## src/rtl/serial_add_sched.sv

```systemverilog
// serial_add_sched: round-robin scheduler and LSB-first sequencer for a shared
// bit-serial full adder. Latches the winning requester's operands, walks the
// adder through WIDTH bit cycles, and returns {cout, sum} with the requester
// id over a valid/ready response channel.
module serial_add_sched #(
    parameter int WIDTH = 4,
    parameter int CNT_W = $clog2(WIDTH)
) (
    input  logic             clk,
    input  logic             rst,
    input  logic             req0_valid,
    output logic             req0_ready,
    input  logic [WIDTH-1:0] req0_a,
    input  logic [WIDTH-1:0] req0_b,
    input  logic             req1_valid,
    output logic             req1_ready,
    input  logic [WIDTH-1:0] req1_a,
    input  logic [WIDTH-1:0] req1_b,
    output logic             resp_valid,
    input  logic             resp_ready,
    output logic             resp_id,
    output logic [WIDTH-1:0] resp_sum,
    output logic             resp_cout,
    output logic             busy,
    output logic             fa_a,
    output logic             fa_b,
    output logic             fa_en,
    output logic             fa_clr,
    input  logic             fa_s,
    input  logic             fa_co
);

    typedef enum logic [1:0] {IDLE, RUN, RESP} state_t;

    localparam logic [CNT_W-1:0] LAST_BIT = CNT_W'(WIDTH - 1);

    state_t             state_q, state_d;
    logic               last_grant_q;
    logic               id_q;
    logic [WIDTH-1:0]   opa_q, opb_q, sum_q;
    logic [CNT_W-1:0]   cnt_q;
    logic               cout_q;

    logic               gnt_id;
    logic               accept;
    logic               last_bit;

    // Round-robin grant: a lone requester wins outright, a tie goes to the
    // requester that did not win last time. Gated by rst so every output
    // reads 0 while reset is held, even with a requester waiting.
    always_comb begin
        gnt_id = req1_valid;
        if (req0_valid && req1_valid) gnt_id = ~last_grant_q;
        accept     = (state_q == IDLE) && (req0_valid || req1_valid) && !rst;
        req0_ready = accept && !gnt_id;
        req1_ready = accept && gnt_id;
        last_bit   = (cnt_q == LAST_BIT);
    end

    // Next-state logic and adder/response drive; the adder only sees
    // operand bits while RUN is active, and its carry is cleared on accept.
    always_comb begin
        state_d    = state_q;
        fa_en      = 1'b0;
        fa_a       = 1'b0;
        fa_b       = 1'b0;
        fa_clr     = accept;
        resp_valid = 1'b0;
        unique case (state_q)
            IDLE: if (accept) state_d = RUN;
            RUN: begin
                fa_en = 1'b1;
                fa_a  = opa_q[cnt_q];
                fa_b  = opb_q[cnt_q];
                if (last_bit) state_d = RESP;
            end
            RESP: begin
                resp_valid = 1'b1;
                if (resp_ready) state_d = IDLE;
            end
            default: state_d = IDLE;
        endcase
    end

    assign busy      = (state_q != IDLE);
    assign resp_id   = id_q;
    assign resp_sum  = sum_q;
    assign resp_cout = cout_q;

    // State register; reset abandons any in-flight operation.
    always_ff @(posedge clk or posedge rst) begin
        if (rst) state_q <= IDLE;
        else     state_q <= state_d;
    end

    // Operand capture on accept, then one sum bit per RUN cycle, LSB first.
    always_ff @(posedge clk or posedge rst) begin
        if (rst) begin
            last_grant_q <= 1'b1;
            id_q         <= 1'b0;
            opa_q        <= '0;
            opb_q        <= '0;
            sum_q        <= '0;
            cnt_q        <= '0;
            cout_q       <= 1'b0;
        end else begin
            if (accept) begin
                opa_q        <= gnt_id ? req1_a : req0_a;
                opb_q        <= gnt_id ? req1_b : req0_b;
                id_q         <= gnt_id;
                last_grant_q <= gnt_id;
                cnt_q        <= '0;
                sum_q        <= '0;
            end
            if (state_q == RUN) begin
                sum_q[cnt_q] <= fa_s;
                if (last_bit) cout_q <= fa_co;
                else          cnt_q  <= cnt_q + 1'b1;
            end
        end
    end

endmodule

```

## config.mk

```make
export PLATFORM = sky130hd
export DESIGN_NAME = serial_add_sched
export DESIGN_NICKNAME = d
export VERILOG_FILES = /design/src/rtl/serial_add_sched.sv
export SDC_FILE = /design/constraint.sdc
export NUM_CORES = 1
export LEC_CHECK = 0
export CAP_MARGIN = 20
export CORE_MARGIN = 1.5
export CORE_UTILIZATION = 44
export DETAILED_ROUTE_END_ITERATION = 8
export GPL_TIMING_DRIVEN = 0
export HOLD_SLACK_MARGIN = 0.02
export PLACE_DENSITY_LB_ADDON = 0.08
export SLEW_MARGIN = 20
export SYNTH_ARGS = -nofsm -noshare
export SYNTH_HDL_FRONTEND = slang
export SYNTH_SLANG_ARGS = --single-unit
```

## constraint.sdc

```tcl
create_clock -name clk -period 1.83 [get_ports clk]
set_input_delay 0.2745 -clock clk [delete_from_list [all_inputs] [get_ports clk]]
set_output_delay 0.2745 -clock clk [all_outputs]
set_load 0.01 [all_outputs]
```

==> results by stage <==
Status:
- The flow ran to the end, and the final reports show no timing, DRC or antenna violations.

Synthesis:
- The async set-reset flop share out of synthesis is 1.000.
- The share of synthesized area in the top cell type comes to 0.4369.
- After technology mapping, the gate count stands at 83.
- sky130_fd_sc_hd__dfrtp_1 takes more of the synthesized area than any other cell.
- A synthesized cell averages 12.42 sq um.
- The main flop type after synthesis is sky130_fd_sc_hd__dfrtp_1.
- The yosys synthesis warning count is 0.
- In this run, synthesis inferred 0 flip-flops with an integrated enable.
- The number of distinct library cells after synthesis is 33.
- The share of synthesized area occupied by flip-flops and latches is 0.4624.
- The post-synthesis cell area is 1031 sq um.
- By area the synthesized netlist is led by sky130_fd_sc_hd__dfrtp_1 44%, sky130_fd_sc_hd__o221a_1 8.7%, sky130_fd_sc_hd__nand4b_1 6.8%.
- The flop and latch count out of synthesis is 19.
- The synthesized net count is 110.

Pwr:
- The analysis attributes to cell leakage a power of 0.6904 nW.
- The power density over cell area is 1461 nW/um^2.
- The largest vdd supply drop is 965.2 uV.

Floorplan:
- The placeable core area is 2212 sq um.
- The die covers 2642 sq um.
- The die is 51.41 um tall.
- In this run the core area contains 17 standard-cell rows.
- The I/O pin total is 37.
- The die is 51.41 um wide.
- The initial cell density of the core is 0.4661.

Cells and area:
- The final antenna diode count is 0.
- Once layout is complete, the utilization of the core stands at 0.7127.
- In the layout the commonest cells are 26 x sky130_fd_sc_hd__clkdlybuf4s50_1, 15 x sky130_fd_sc_hd__dfrtp_1, 14 x sky130_fd_sc_hd__buf_4.
- After filler insertion, the fill cell instance count of the layout stands at 167.
- The final layout contains 166 nets.
- Of the cells placed in the final design, the portion with a size suffix greater than 1 is 0.3043.
- The post-layout instance count excluding filler cells is 166.
- The leading cell type in the layout, fill and taps excluded is sky130_fd_sc_hd__clkdlybuf4s50_1.
- The area growth from synthesis to layout is 52.91%.

Clock network:
- For the worst-skew pair, the clock arrives at the later sink with an insertion delay of 0.31 ns.
- CTS built an H-tree with a depth of 1.
- The maximum root-to-sink buffer count is 2.
- The number of clock sinks seen by CTS is 19.
- The tree is rooted in a sky130_fd_sc_hd__clkbuf_4.
- The number of buffers created by CTS is 3.
- The hold buffer count at cts is 0.
- Clock-pin slew was measured on the worst setup and hold paths at 0.12 ns.
- TritonCTS built the clock tree.

Drt:
- The vias after detailed routing is 924.
- In this run, the number of DRC markers left after iteration 0 of detailed routing was 16.
- The vias per cell is 5.566.
- The first detailed-routing pass took 4 iterations.
- The routed wire length per instance is 15.13 um.
- The final layout contains routed wiring with a total length of 2511 um.
- The DRC violations left is 0.
- Once detail routing completed, the nets flagged for antenna violations numbered 0.

STA:
- The headroom to the max-slew limit is 0.5224.
- The post-route fraction of the period consumed by the critical path is 0.9880.
- For the final database, setup skew stands at 0.01134 ns.
- Setup repair after global routing could not meet its margin everywhere.
- The count of final max-slew check failures came to 0.
- The count of endpoints failing hold in the final timing report is 0.
- The top achievable clock speed is 553.1 MHz.
- Setup violations remaining at the end of the flow were counted as 0.
- For the pin with the worst max-slew slack, the measured transition is 0.7156 ns.
- The final period demand of the worst path is 1.808 ns.

Critical path:
- In this run the critical register-to-register path is launched from state_q[1].
- The logic depth of the worst register-to-register path is 10.
- The critical path required time is 1.56 ns.
- Of all nets on the critical path, the largest fanout is 3.
- The critical path start-end classification is flip-flop to primary output.
- The endpoint of the most critical register-to-register path is opb_q[3].
- The worst setup path is captured at a primary output.
- The element type at the critical path start is a flip-flop.
- The arrival time of the worst setup path is 1.53 ns.
- The setup slack of the worst register-to-register path is 0.09 ns.

Global routing:
- The number of global-route vias before repair is 863.
- The global-route usage over all layers is 0.2142.
- The number of antenna violations at the first check in global routing is 0.
- The first global-routing pass estimated 4084 um of wire.
- The total overflow reported by the global router is 0.
- The maximum number of pins on one net before global-route repair is 20.

Run:
- The number of max-capacitance violations reported is 0.

Placement:
- Buffers placed on the I/O ports in this run total 36.
- The wire-length estimate of the detail-placed layout is 1636 um.
- After detailed placement, the design holds a cell count of 147.
- The final weighted congestion of routability-driven global placement is 0.7486.

Worst hold path:
- The worst hold-check path type is primary input to asynchronous set/reset pin.
[cells by family after synthesis]
family                   synth area share
multiplexers                      0.06432
AND/OR/NAND/NOR                    0.1881
adder cells (fa/ha/maj)           0.04855
flip-flops                         0.4624
buffers and inverters             0.05217
AO/OA/AOI/OAI                      0.1845
[synth_stat cells, drive strengths merged (2+ instances only)]
library cell / instances
dfrtp: 18
nand4b: 8
o221a: 8
inv: 6
ha: 4
nand2: 4
a21boi: 3
a32o: 3
buf: 3
and2: 2
mux4: 2
nand2b: 2
nand3: 2
nor2b: 2
o21ai: 2
[worst max path at each step]
stage,start,slack [ns],to
detailed placement,req1_valid,-0.40,req1_ready
global route,cnt_q[0],-0.05,fa_b
CTS,cnt_q[0],-0.02,fa_b
global placement,req1_valid,-0.40,req1_ready
finish,cnt_q[0],0.02,fa_b
floorplan,cnt_q[0],0.41,fa_a
[registers in the layout, indices dropped and copies added (netlist names)]
register / count
resp_cout: 1
state_q: 2
opb_q: 4
opa_q: 4
resp_sum: 4
cnt_q: 2
resp_id: 1
last_grant_q: 1
[cell type report]
cell class                 count  area, sq um  share of cell area
multi-input combinational     54        513.0              0.3254
clock buffer                   3        22.52             0.01429
inverter                       6        22.52             0.01429
timing repair buffer          51        460.4              0.2921
buffer                         4        37.54             0.02381
sequential                    19        480.5              0.3048
tap                           28        35.03             0.02222
clock inverter                 1        5.005            0.003175
[metal layers]
layer | GRT usage | up-vias | wire length (um)
met3 | 0.06140 | 4 | 145
met5 | 0 | - | 0
li1 | - | 433 | -
met4 | 0.03947 | 0 | 17
met2 | 0.3312 | 38 | 1267
met1 | 0.3013 | 449 | 1080
[stage by stage]
stage / power (W) / TNS [ns] / hold WS [ns] / cell area [sq um] / worst slack, ns
after floorplan: 0.001437 / 0 / 0.2249 / 1031 / 0.4105
after global placement: 0.001862 / -1.229 / 0.4642 / 1426 / -0.4035
after detailed placement: 0.001895 / -1.250 / 0.4834 / 1426 / -0.4034
after CTS: 0.002231 / -0.01553 / 0.3005 / 1555 / -0.01553
after global routing: 0.002464 / -0.08891 / 0.3582 / 1577 / -0.04757
final: 0.002304 / 0 / 0.2731 / 1577 / 0.02194
[worst max-delay path, stage by stage (launching register included)]
cell,delay (ns)
sky130_fd_sc_hd__dfrtp_2,0.39
sky130_fd_sc_hd__buf_6,0.11
sky130_fd_sc_hd__mux4_2,0.48
sky130_fd_sc_hd__and2_4,0.15
sky130_fd_sc_hd__buf_6,0.11
[power breakdown]
group / internal [W] / leakage [nW] / switching, W / total (W)
clock network: 0.0000816 / 0.0177 / 0.000138 / 0.000219
registers: 0.000622 / 0.221 / 0.000141 / 0.000763
logic: 0.000787 / 0.452 / 0.000535 / 0.00132
[what timing repair did]
action                     in CTS  in global routing
resized for setup              27                  7
setup endpoints to repair       7                  5
setup buffers                  14                  1
pin swaps                       1                  2
No activity file was read; power rests on OpenSTA's default activity.
